===== src/rtl/render_pkg.sv =====
// Shared render-pipeline definitions: fixed-point defaults, background brightness,
// the resolver state enum and the framebuffer address type.
package render_pkg;

    localparam int unsigned TOTAL_PREC_DEF = 27;
    localparam int unsigned FRAC_BITS_DEF  = 22;     // 1.0 = 4194304
    localparam logic [7:0]  BG_BRI_DEF     = 8'd0;

    typedef logic [19:0] fb_addr_t;

    typedef enum logic {
        IDLE,
        ACCUM
    } resolve_state_t;

endpackage


===== src/rtl/hit_resolve_if.sv =====
// Bus between the render pipeline output, the hit resolver and the framebuffer port.
//   Beat side (master drives): in_valid, fb_addr, last_tri, last_pix, hit, t, bri
//   Result side (slave drives): fb_we, fb_waddr, fb_wdata, frame_done, busy,
//                               pix_count, hit_count, addr_err
interface hit_resolve_if #(
    parameter int unsigned TOTAL_PREC = render_pkg::TOTAL_PREC_DEF
) ();
    import render_pkg::*;

    logic                         in_valid;
    fb_addr_t                     fb_addr;
    logic                         last_tri;
    logic                         last_pix;
    logic                         hit;
    logic signed [TOTAL_PREC-1:0] t;
    logic [7:0]                   bri;

    logic                         fb_we;
    fb_addr_t                     fb_waddr;
    logic [7:0]                   fb_wdata;
    logic                         frame_done;
    logic                         busy;
    fb_addr_t                     pix_count;
    fb_addr_t                     hit_count;
    logic                         addr_err;

    modport master (
        output in_valid, fb_addr, last_tri, last_pix, hit, t, bri,
        input  fb_we, fb_waddr, fb_wdata, frame_done, busy, pix_count, hit_count, addr_err
    );

    modport slave (
        input  in_valid, fb_addr, last_tri, last_pix, hit, t, bri,
        output fb_we, fb_waddr, fb_wdata, frame_done, busy, pix_count, hit_count, addr_err
    );

endinterface


===== src/rtl/hit_resolve_depth_select.sv =====
// depth_select: combinational nearest-hit merge of one beat into the running best.
//   in : have_hit, best_t, best_bri (running), hit, t, bri (beat)
//   out: nxt_have_hit, nxt_best_t, nxt_best_bri
// Only strictly positive t qualifies; ties keep the earlier (running) hit.
module depth_select #(
    parameter int unsigned W = render_pkg::TOTAL_PREC_DEF
) (
    input  logic                have_hit,
    input  logic signed [W-1:0] best_t,
    input  logic [7:0]          best_bri,
    input  logic                hit,
    input  logic signed [W-1:0] t,
    input  logic [7:0]          bri,
    output logic                nxt_have_hit,
    output logic signed [W-1:0] nxt_best_t,
    output logic [7:0]          nxt_best_bri
);

    logic qual;
    logic win;

    always_comb begin
        // sign bit clear and nonzero is t > 0 without any unsigned-literal pitfalls
        qual         = hit && !t[W-1] && (t != '0);
        win          = qual && (!have_hit || (t < best_t));
        nxt_have_hit = have_hit || qual;
        nxt_best_t   = win ? t : best_t;
        nxt_best_bri = win ? bri : best_bri;
    end

endmodule


===== src/rtl/hit_resolve.sv =====
// hit_resolve: per-pixel nearest positive hit resolution with one framebuffer write per pixel.
//   clk, rst : clock and synchronous active-high reset
//   bus      : hit_resolve_if.slave (beat stream in, framebuffer write + frame stats out)
// Writes are registered: visible the cycle after the last_tri beat. Counters clear on the
// first beat of a frame (taken in IDLE); addr_err is sticky until reset.
module hit_resolve
    import render_pkg::*;
#(
    parameter int unsigned TOTAL_PREC = TOTAL_PREC_DEF,
    parameter int unsigned FRAC_BITS  = FRAC_BITS_DEF,
    parameter logic [7:0]  BG_BRI     = BG_BRI_DEF
) (
    input logic          clk,
    input logic          rst,
    hit_resolve_if.slave bus
);

    if (FRAC_BITS >= TOTAL_PREC) begin : g_bad_frac
        $error("FRAC_BITS must be smaller than TOTAL_PREC");
    end

    resolve_state_t               state_q;
    logic                         have_hit_q;
    logic signed [TOTAL_PREC-1:0] best_t_q;
    logic [7:0]                   best_bri_q;
    fb_addr_t                     grp_addr_q;
    logic                         grp_open_q;

    logic                         fb_we_q;
    fb_addr_t                     fb_waddr_q;
    logic [7:0]                   fb_wdata_q;
    logic                         frame_done_q;
    fb_addr_t                     pix_count_q;
    fb_addr_t                     hit_count_q;
    logic                         addr_err_q;

    logic                         nxt_have_hit;
    logic signed [TOTAL_PREC-1:0] nxt_best_t;
    logic [7:0]                   nxt_best_bri;
    fb_addr_t                     wr_addr;
    fb_addr_t                     pix_base;
    fb_addr_t                     hit_base;
    logic                         frame_end;

    depth_select #(
        .W (TOTAL_PREC)
    ) u_depth_select (
        .have_hit     (have_hit_q),
        .best_t       (best_t_q),
        .best_bri     (best_bri_q),
        .hit          (bus.hit),
        .t            (bus.t),
        .bri          (bus.bri),
        .nxt_have_hit (nxt_have_hit),
        .nxt_best_t   (nxt_best_t),
        .nxt_best_bri (nxt_best_bri)
    );

    always_comb begin
        // a single-beat group writes to its own address
        wr_addr   = grp_open_q ? grp_addr_q : bus.fb_addr;
        frame_end = bus.last_tri && bus.last_pix;
        // first beat of a frame restarts the statistics
        pix_base  = (state_q == IDLE) ? '0 : pix_count_q;
        hit_base  = (state_q == IDLE) ? '0 : hit_count_q;
    end

    always_ff @(posedge clk) begin
        if (rst) begin
            state_q      <= IDLE;
            have_hit_q   <= 1'b0;
            best_t_q     <= '0;
            best_bri_q   <= '0;
            grp_addr_q   <= '0;
            grp_open_q   <= 1'b0;
            fb_we_q      <= 1'b0;
            fb_waddr_q   <= '0;
            fb_wdata_q   <= '0;
            frame_done_q <= 1'b0;
            pix_count_q  <= '0;
            hit_count_q  <= '0;
            addr_err_q   <= 1'b0;
        end else begin
            fb_we_q      <= 1'b0;
            frame_done_q <= 1'b0;
            if (bus.in_valid) begin
                if (grp_open_q && (bus.fb_addr != grp_addr_q)) begin
                    addr_err_q <= 1'b1;
                end
                if (bus.last_tri) begin
                    fb_we_q      <= 1'b1;
                    fb_waddr_q   <= wr_addr;
                    fb_wdata_q   <= nxt_have_hit ? nxt_best_bri : BG_BRI;
                    frame_done_q <= bus.last_pix;
                    pix_count_q  <= pix_base + 20'd1;
                    hit_count_q  <= hit_base + {19'd0, nxt_have_hit};
                    have_hit_q   <= 1'b0;
                    best_t_q     <= '0;
                    best_bri_q   <= '0;
                    grp_open_q   <= 1'b0;
                end else begin
                    have_hit_q  <= nxt_have_hit;
                    best_t_q    <= nxt_best_t;
                    best_bri_q  <= nxt_best_bri;
                    grp_open_q  <= 1'b1;
                    pix_count_q <= pix_base;
                    hit_count_q <= hit_base;
                    if (!grp_open_q) begin
                        grp_addr_q <= bus.fb_addr;
                    end
                end
                state_q <= frame_end ? IDLE : ACCUM;
            end
        end
    end

    assign bus.fb_we      = fb_we_q;
    assign bus.fb_waddr   = fb_waddr_q;
    assign bus.fb_wdata   = fb_wdata_q;
    assign bus.frame_done = frame_done_q;
    assign bus.busy       = (state_q == ACCUM);
    assign bus.pix_count  = pix_count_q;
    assign bus.hit_count  = hit_count_q;
    assign bus.addr_err   = addr_err_q;

endmodule


===== src/flat_wrapper.sv =====
// flat-port wrapper written by rule: the top's interface ports become plain ports
module hit_resolve_flat import render_pkg::*;
#(
    parameter int unsigned TOTAL_PREC = TOTAL_PREC_DEF,
    parameter int unsigned FRAC_BITS  = FRAC_BITS_DEF,
    parameter logic [7:0]  BG_BRI     = BG_BRI_DEF
)
  (clk, rst, bus_in_valid, bus_fb_addr, bus_last_tri, bus_last_pix, bus_hit, bus_t, bus_bri, bus_fb_we, bus_fb_waddr, bus_fb_wdata, bus_frame_done, bus_busy, bus_pix_count, bus_hit_count, bus_addr_err);
  hit_resolve_if #(.TOTAL_PREC(TOTAL_PREC)) bus_i ();
  input logic clk;
  input logic rst;
  input wire logic [$bits(bus_i.in_valid)-1:0] bus_in_valid;
  input wire logic [$bits(bus_i.fb_addr)-1:0] bus_fb_addr;
  input wire logic [$bits(bus_i.last_tri)-1:0] bus_last_tri;
  input wire logic [$bits(bus_i.last_pix)-1:0] bus_last_pix;
  input wire logic [$bits(bus_i.hit)-1:0] bus_hit;
  input wire logic [$bits(bus_i.t)-1:0] bus_t;
  input wire logic [$bits(bus_i.bri)-1:0] bus_bri;
  output wire logic [$bits(bus_i.fb_we)-1:0] bus_fb_we;
  output wire logic [$bits(bus_i.fb_waddr)-1:0] bus_fb_waddr;
  output wire logic [$bits(bus_i.fb_wdata)-1:0] bus_fb_wdata;
  output wire logic [$bits(bus_i.frame_done)-1:0] bus_frame_done;
  output wire logic [$bits(bus_i.busy)-1:0] bus_busy;
  output wire logic [$bits(bus_i.pix_count)-1:0] bus_pix_count;
  output wire logic [$bits(bus_i.hit_count)-1:0] bus_hit_count;
  output wire logic [$bits(bus_i.addr_err)-1:0] bus_addr_err;
  assign bus_i.in_valid = bus_in_valid;
  assign bus_i.fb_addr = bus_fb_addr;
  assign bus_i.last_tri = bus_last_tri;
  assign bus_i.last_pix = bus_last_pix;
  assign bus_i.hit = bus_hit;
  assign bus_i.t = bus_t;
  assign bus_i.bri = bus_bri;
  assign bus_fb_we = bus_i.fb_we;
  assign bus_fb_waddr = bus_i.fb_waddr;
  assign bus_fb_wdata = bus_i.fb_wdata;
  assign bus_frame_done = bus_i.frame_done;
  assign bus_busy = bus_i.busy;
  assign bus_pix_count = bus_i.pix_count;
  assign bus_hit_count = bus_i.hit_count;
  assign bus_addr_err = bus_i.addr_err;
  hit_resolve #(.TOTAL_PREC(TOTAL_PREC), .FRAC_BITS(FRAC_BITS), .BG_BRI(BG_BRI)) u_core (.clk(clk), .rst(rst), .bus(bus_i));
endmodule

===== config.mk =====
export PLATFORM = sky130hd
export DESIGN_NAME = hit_resolve_flat
export DESIGN_NICKNAME = d
export VERILOG_FILES = /design/src/rtl/render_pkg.sv /design/src/rtl/hit_resolve_if.sv /design/src/rtl/hit_resolve_depth_select.sv /design/src/rtl/hit_resolve.sv /design/src/flat_wrapper.sv
export SDC_FILE = /design/constraint.sdc
export NUM_CORES = 1
export LEC_CHECK = 0
export BUFFER_PORTS_ARGS = -buffer_cell sky130_fd_sc_hd__buf_2
export CAP_MARGIN = 5
export CORE_ASPECT_RATIO = 1.25
export CORE_MARGIN = 1.5
export CORE_UTILIZATION = 35
export CTS_BUF_LIST = sky130_fd_sc_hd__clkbuf_8
export CTS_CLUSTER_DIAMETER = 120
export DETAILED_ROUTE_END_ITERATION = 10
export GPL_TIMING_DRIVEN = 0
export PLACE_DENSITY_LB_ADDON = 0.05
export SLEW_MARGIN = 20
export SYNTH_ARGS = -nofsm -noshare
export SYNTH_HDL_FRONTEND = slang
export SYNTH_SLANG_ARGS = --single-unit
export TNS_END_PERCENT = 1

===== constraint.sdc =====
create_clock -name clk -period 3.21 [get_ports clk]
set_clock_uncertainty 0.2 [all_clocks]
set_input_delay 0.642 -clock clk [delete_from_list [all_inputs] [get_ports clk]]
set_output_delay 0.642 -clock clk [all_outputs]
set_load 0.1 [all_outputs]

After elaboration in Yosys (flattened, before gate mapping) --
Cells that the tools add are included.
Word-level totals: output and inout bits 72, bits in registers 129, logic and storage cells 50
Operators by class: order comparisons 1, add/subtract/negate cells 2, bitwise operators 2, eq/ne operators 1, reduce and logical (&&, ||, !) cells 17, muxes and demuxes 14
Operators by type and width (number):
- 2-to-1 mux 20 bit | 5
- 2-to-1 mux 27 bit | 2
- less-than comparator 27 bit | 1
- nonzero test 27 bit | 1
- 2-to-1 mux 8 bit | 3
- adder 20 x 1 -> 20 bit | 1
- adder 20 x 1 -> 20 bit, second input constant | 1
- inequality test 20 bit | 1
- AND reduction 2 bit | 4
- logical AND 1 bit | 5
- 2-to-1 mux 1 bit | 4
- OR reduction 3 bit | 1
- zero test 1 bit | 2
- logical OR 1 bit | 2
- inverter 1 bit | 2
- nonzero test 2 bit | 1
- OR reduction 2 bit | 1

Depth between registers and ports, before layout --
Gate-level depths: netlist (run 1).
depth in word-level cells 6, gate-level depth with buffers 12, mapped depth without buffers 12

Cells and area by module --
A second synthesis (run 1) with hierarchy kept.
Unflattened totals: cells, all modules 831, area total of the unflattened synthesis 7091.8 um^2
By module, submodules not included:
- hit_resolve | cells an instance 686, seq. area each 2582.5 um^2, area an instance 5765.5 um^2, times used 1
- depth_select | cells an instance 145, seq. area each 0.0 um^2, area an instance 1326.3 um^2, times used 1

Least setup slack after synthesis (run 1) --
No wires, ideal clock.
kind reg-to-reg, start point reg u_core.state_q, in the netlist u_core.bus.busy, end point reg u_core.pix_count_q[18], in the netlist u_core.bus.pix_count[18], path buffers 3, stages on the path, launching flop included 13, slack -612 ps, data arrival time 3557 ps, data required time 2945 ps, setup time 65 ps, cells stage by stage dfxtp_1 clkbuf_1 clkbuf_1 clkbuf_1 and2_1 ha_1 and3_1 nand4_1 or3_1 nor2_1 nand3_1 mux2_1 nor2_1
Between the ends: cells in the longest elaborated chain, start to end 3
Ends and longest elaborated chain:
- start: declaration | line hit_resolve.sv:22 | resolve_state_t state_q;
- start signal: assignment | line hit_resolve.sv:112 | state_q <= frame_end ? IDLE : ACCUM;
- 2-to-1 mux 20 bit * | line hit_resolve.sv:64 | pix_base = (state_q == IDLE) ? '0 : pix_count_q;
- adder 20 x 1 -> 20 bit | line hit_resolve.sv:95 | pix_count_q <= pix_base + 20'd1;
- 2-to-1 mux 20 bit * | line hit_resolve.sv:90 | if (bus.last_tri) begin
- end signal: assignment | line hit_resolve.sv:95
- end signal: assignment | line hit_resolve.sv:106 | pix_count_q <= pix_base;
- end: declaration | line hit_resolve.sv:33 | fb_addr_t pix_count_q;
Mark *: on every way between the ends. The rest lies on a longest branch, timed or not. A chain may end at the register's enable or synchronous reset.

Final worst setup path (run 1) --
start point reg u_core.best_t_q[22], end point reg u_core.best_t_q[22]
Between the ends: cells in the longest elaborated chain, start to end 5
Ends and longest elaborated chain:
- start: declaration | line hit_resolve.sv:24 | logic signed [TOTAL_PREC-1:0] best_t_q;
- start signal: assignment | line hit_resolve.sv:103 | best_t_q <= nxt_best_t;
- less-than comparator 27 bit | line hit_resolve_depth_select.sv:25 | win = qual && (!have_hit || (t < best_t));
- logical OR 1 bit | line hit_resolve_depth_select.sv:25
- logical AND 1 bit | line hit_resolve_depth_select.sv:25
- nonzero test 2 bit (no line)
- AND reduction 2 bit (no line)
No other way between the ends.

==> impl_metrics.yaml, run 1 <==
clock_tree:
  numCtsBuffers: 17
  clock_path_buffers: 2
  clkTransAtPathRegs_ps: 70
  cts_tree: "done"
  clock-root-buffer: "clkbuf_8"
  insertion_delay_ps: 440
  clkSinkCount: 129
  h-tree-depth: 4
final_layout:
  drive_above_1_share_pct: 22.97
  final_cell_mix: "buf_2 (130), dfxtp_1 (124), nand2_1 (104)"
  num_antenna_cells: 0
  fillers: 1739
  final_util_pct: 45.04
  areaGrowthSynthToFinish_pct: 24.86
  final_common_cell: "buf_2"
  final_cell_area_sq_um: 7616
  final_nets: 939
power_and_ir_drop:
  p_leak_uw: 0.003083
  power_frac_clock_pct: 42.1
  vdd_ir_drop_max_mv: 0.2550
  seqPwrFrac_pct: 43.9
  power.density_nw_per_um2: 500.3
  pwr-share-comb_pct: 14.0
  sw_frac_of_total_pct: 28.29
  finalPower_uw: 3810
  switchingPower_uw: 1078
  p_int_uw: 2732
critical_path:
  cp-end-kind: "flop"
  path_common_cell: "buf_6"
  cp_max_fo: 10
  cp_slowest_cell: "or4_4"
  crit_type: "flop to flop"
  path_cells: "inv_1 -> ha_1 -> nand4_1 -> or4_4 -> nand2b_4 -> and3_4 -> a2111oi_4 -> buf_6 -> o22ai_4 -> buf_6 -> a22o_1"
  crit_path_start_kind: "flop"
  required_ps: 3330
  arrival_ps: 3190
  slowest_delay_ps: 530
synthesis:
  synth_cell_types: 49
  muxShareOfSynthArea_pct: 5.108
  synth_warnings: 0
  synth_top_area_share_pct: 42.34
  syn_inst: 699
  ys_top_cells_by_area: "dfxtp_1 (42%), nand2_1 (6.4%), ha_1 (5.9%), mux2i_1 (4.9%), a22o_1 (4.9%)"
  synth_top_family_by_area: "simple AND/OR/NAND/NOR gates"
  ys.flop_type: "dfxtp_1"
  yosysTopAreaCell: "dfxtp_1"
  synth_edf_count: 0
  avgSynthCellArea_sq_um: 8.726
  synthXorXnorAreaFrac_pct: 6.174
  async_flop_share_pct: 0
  synth_compound_area_share_pct: 15.79
  synth-seq-cells: 129
  synthAdderAreaFrac_pct: 5.949
  ys_seq_area_share_pct: 42.34
  yosys.area_share.simple_pct: 19.65
  syn_nets: 789
  netlist_area_sq_um: 6100
timing:
  rsz0062_at_grt: "yes"
  layout_setup_ws_ps: 137.9
  tns_ps: 0
  worst_pin_slew_ps: 787.7
  max_freq_mhz: 325.5
  setup_viol: 0
  max_slew_margin_pct: 47.29
  final-hold-violation-count: 0
  maxSlewViolCount: 0
  fin_crit_ps: 3072
  fin_crit_sh_pct: 95.70
global_route:
  grt_pass1_wl_microns: 27540
  grt_pass1_vias: 5482
  grt_max_degree: 17
  antenna_found_initial: 0
  overflow: 0
  track_usage_pct: 19.33
placement:
  gp_congestion: 0.8196
  dpl_cell_area_sq_um: 7052
  dpl.hpwl_microns: 12790
  place_ws_ps: -468.6
  port_buffers: 130
drt:
  drc: 0
  first_pass_iters: 4
  drt.antenna.violating_nets: 0
  drt-initial-drc-count: 326
  num_vias: 5501
  viasPerCell: 5.084
  wl_microns: 17150
  wire_per_inst_microns: 15.85
run:
  drv_cap: 0
floorplan:
  pin_count: 133
  dieArea_sq_um: 18230
  start_util_pct: 36.07
  core_sq_um: 16910
  rows: 53
  die_y_microns: 150.6
  die_w_microns: 121.1
worst_hold_path:
  hold_path_class: "input port to flop"
outcome:
  outcome: "finished clean"
synth_stat cells (2+ instances only):
cell        n
clkbuf_1   29
a211oi_1   24
mux2i_1    30
nor4_1     12
nand3_1    20
dfxtp_1   129
o21ai_1    10
a31oi_1     2
xnor2_1    26
nand2_1   104
a22o_1     34
nor3_1      8
a21o_1      2
ha_1       29
or3_1       4
and3_1      6
o21ai_0     4
o21a_1      2
buf_1       2
a21oi_1    42
and2_1      6
nor2_1     68
inv_1      34
nand2b_1    4
nand4_1    17
buf_6       4
xor2_1     17
buf_2       3
a22oi_1     7
critical path: cells and delay by family, from the launching register on:
| kind | cells | cell delay (ps) |
|---|---|---|
| AOI/OAI and AO/OA | 3 | 680 |
| DFF | 1 | 330 |
| adders and majority gates | 1 | 270 |
| buffers and inverters | 3 | 450 |
| and+or+nand+nor | 4 | 1020 |
metrics by stage:
| stage | hold slack, ps | std cells |
|---|---|---|
| floorplan | 212.0 | 699 |
| global placement | 225.5 | 1049 |
| detailed placement | 226.1 | 1049 |
| CTS | 173.3 | 1080 |
| global route | 189.3 | 1082 |
| finish | 206.4 | 1082 |
repair_timing:
action | in CTS | in global routing
buffers inserted | 0 | 2
gates cloned | 0 | 0
hold buffers | 0 | 0
endpoints found under the setup margin | 44 | 43
pin swaps | 2 | 12
gates resized for setup | 4 | 15
worst paths after layout:
kind	start	end	slack, ps	cells past startpoint
worst max register to register	u_core.best_t_q[22]	u_core.best_t_q[22]	140	11
worst min register to register	u_core.best_t_q[26]	u_core.best_t_q[26]	240	2
worst min-delay path	bus_last_pix	u_core.bus.busy	210	2
worst max-delay path	u_core.best_t_q[22]	u_core.best_t_q[22]	140	11
area by class of cell:
| type | instances | area (sq um) | share of cell area [%] |
|---|---|---|---|
| Tap cell | 220 | 275.3 | 3.614 |
| Inverter | 34 | 127.6 | 1.676 |
| Clock buffer | 21 | 289.0 | 3.795 |
| Multi-Input combinational cell | 498 | 3289 | 43.19 |
| Clock inverter | 11 | 177.7 | 2.333 |
| Buffer | 37 | 200.2 | 2.629 |
| Sequential cell | 129 | 2591 | 34.02 |
| Timing Repair Buffer | 132 | 665.6 | 8.740 |
registers in the layout (all words and copies together) (netlist names):
signal	cells
u_core.bus.fb_wdata	8
u_core.best_bri_q	8
u_core.have_hit_q	1
u_core.bus.addr_err	1
u_core.grp_open_q	1
u_core.bus.busy	1
u_core.grp_addr_q	20
u_core.bus.frame_done	1
u_core.bus.fb_waddr	20
u_core.best_t_q	27
u_core.bus.fb_we	1
u_core.bus.pix_count	20
u_core.bus.hit_count	20
cell families after synthesis:
kind of cell | Yosys count
xor+xnor | 43
mux | 31
buf+inv | 72
compound gates | 136
flops | 129
simple gates | 259
fa+ha+maj | 29
layer usage:
layer  global-route usage, %  vias up  share of wire (%)
li1                        -     2736                  -
met1                   22.65     2635                 43
met2                   34.40      116                 51
met3                   4.811       14                5.2
met4                   6.294        0                1.2
met5                       0        -                  0
power by group through the flow:
stage | Sequential (uW) | Combinational (uW) | Clock [uW]
after global routing | 1680 | 580 | 1730
after CTS | 1670 | 534 | 1660
final | 1670 | 532 | 1610
after global placement | 1700 | 531 | 0
after detailed placement | 1710 | 535 | 0
after floorplan | 1860 | 223 | 0
No activity file was read; power rests on OpenSTA's default activity.
==> run 2: changes to the inputs <==
==> constraint.sdc (replaced) <==
create_clock -name clk -period 2.9 [get_ports clk]
set_clock_uncertainty 0.2 [all_clocks]
set_input_delay 0.58 -clock clk [delete_from_list [all_inputs] [get_ports clk]]
set_output_delay 0.58 -clock clk [all_outputs]
set_load 0.1 [all_outputs]
==> run 2 against run 1 <==
Compared with the run above: the flow now finishes with violations (setup timing); non-clock buffer count grew 2; critical path depth is the same; sequential share of layout area shrank 0.49 points; total power grew 6.4%; register-to-register slack lost 190 ps; die area is the same; first-iteration DRC count shrank 16%; critical path type unchanged.
==> impl_metrics.yaml, run 2 (synthesized netlist as in run 1, its figures left out) <==
drt:
  wire_per_inst_microns: 15.90
  top_layer: "met4"
  drt.antenna.violating_nets: 0
  drt-initial-drc-count: 275
  wl_microns: 17230
  m1WireLength_microns: 7567
  drc: 0
  dr_wl_met2_microns: 8516
  num_vias: 5470
  route.met3.wl_microns: 853
  first_pass_iters: 4
  viasPerCell: 5.046
final_layout:
  areaGrowthSynthToFinish_pct: 26.75
  num_antenna_cells: 0
  largest_register_ffs: 27
  fillers: 1715
  final_common_cell: "buf_2"
  final_nets: 941
  final_cell_area_sq_um: 7731
  drive_above_1_share_pct: 24.42
  top_register: "u_core.best_t_q"
  final_cell_mix: "buf_2 (130), dfxtp_1 (123), nand2_1 (104)"
timing:
  fin_crit_ps: 2949
  max_freq_mhz: 339.1
  tns_ps: -1133
  worst_pin_slew_ps: 829.3
  fin_crit_sh_pct: 101.7
  rsz0062_at_grt: "yes"
  setup_viol: 32
  maxSlewViolCount: 0
  final-hold-violation-count: 0
  max_slew_margin_pct: 44.51
  layout_setup_ws_ps: -49.31
floorplan:
  die_w_microns: 121.1
  die_y_microns: 150.6
  start_util_pct: 36.07
  pin_count: 133
  core_sq_um: 16910
  rows: 53
  dieArea_sq_um: 18230
clock_tree:
  cts_tree: "done"
  clock_path_buffers: 2
  clkSinkCount: 129
  h-tree-depth: 4
  insertion_delay_ps: 440
  clock-root-buffer: "clkbuf_8"
  numCtsBuffers: 17
  clkTransAtPathRegs_ps: 80
critical_path:
  crit_path_start_kind: "flop"
  cp-end-kind: "flop"
  path_cells: "inv_2 -> ha_4 -> nand4_1 -> or4_4 -> nand2b_4 -> and3_4 -> a2111oi_4 -> buf_6 -> o22ai_4 -> buf_6 -> a22o_1"
  crit_type: "flop to flop"
  cp_num_buf_inv: 3
  cp_slowest_cell: "or4_4"
  rr_worst_depth: 11
  arrival_ps: 3080
  required_ps: 3030
  slowest_delay_ps: 540
  path_depth: 11
  path_common_cell: "buf_6"
  cp_max_fo: 10
  critical-path-top-delay-family: "simple AND/OR/NAND/NOR gates"
power_and_ir_drop:
  seqPwrFrac_pct: 45.6
  switchingPower_uw: 1205
  vdd_ir_drop_max_mv: 0.2522
  power_frac_clock_pct: 39.2
  sw_frac_of_total_pct: 29.73
  p_leak_uw: 0.003118
  p_int_uw: 2848
  pwr-share-comb_pct: 15.2
  power.density_nw_per_um2: 524.3
outcome:
  violations: "setup timing"
  outcome: "finished with violations"
placement:
  dpl.hpwl_microns: 12860
  gp_congestion: 0.8033
  port_buffers: 130
  dpl_cell_area_sq_um: 7167
run:
  drv_cap: 0
worst_hold_path:
  whs_path_depth: 2
  hold_path_class: "input port to flop"
global_route:
  grt_max_degree: 17
  overflow: 0
  track_usage_pct: 19.61
  grt_pass1_wl_microns: 27740
  grt_pass1_vias: 5460
  antenna_found_initial: 0
==> run 2: power by group through the flow <==
stage | clock, uW | combinational [uW] | sequential (uW)
after global placement | 0 | 601 | 1890
final | 1590 | 615 | 1850
after floorplan | 0 | 254 | 2050
after CTS | 1640 | 620 | 1850
after global routing | 1720 | 666 | 1850
after detailed placement | 0 | 605 | 1890
==> run 2: final timing paths <==
kind                        from             endpoint  slack (ps)
max          u_core.best_t_q[21]  u_core.best_t_q[14]         -50
min                 bus_last_pix      u_core.bus.busy         150
max reg2reg  u_core.best_t_q[21]  u_core.best_t_q[14]         -50
min reg2reg  u_core.best_t_q[26]  u_core.best_t_q[26]         230
==> run 2: final cells by class <==
class                           count  area [sq um]  area share, %
Tap cell                          220         275.3          3.560
Multi-Input combinational cell    498          3393          43.89
Sequential cell                   129          2592          33.53
Buffer                             38         249.0          3.221
Clock inverter                     15         170.2          2.201
Clock buffer                       17         234.0          3.026
Inverter                           34         127.6          1.651
Timing Repair Buffer              133         689.4          8.917
==> run 2: repair_timing <==
| action | 4_1_cts | 5_1_grt |
|---|---|---|
| endpoints found under the setup margin | 55 | 54 |
| hold buffers | 0 | 0 |
| setup buffers | 3 | 0 |
| pin swaps | 3 | 3 |
| resized for setup | 21 | 11 |
==> run 2: metal layers <==
layer | track usage (%) | vias to the layer above
met5 | 0 | -
met4 | 6.824 | 0
met3 | 4.735 | 19
met2 | 34.29 | 131
met1 | 23.41 | 2584
li1 | - | 2736
==> run 2: per-stage QoR <==
step	util, %	hold slack [ps]	setup WS [ps]	power (uW)	std cells
2_1_floorplan	-	212.0	-181.6	2308	699
3_3_place_gp	42.38	226.7	-609.0	2488	1049
3_5_place_dp	42.38	225.8	-662.7	2494	1049
4_1_cts	45.44	127.1	-84.18	4107	1084
5_1_grt	45.72	131.4	-193.5	4245	1084
6_report	45.72	152.9	-49.31	4053	1084
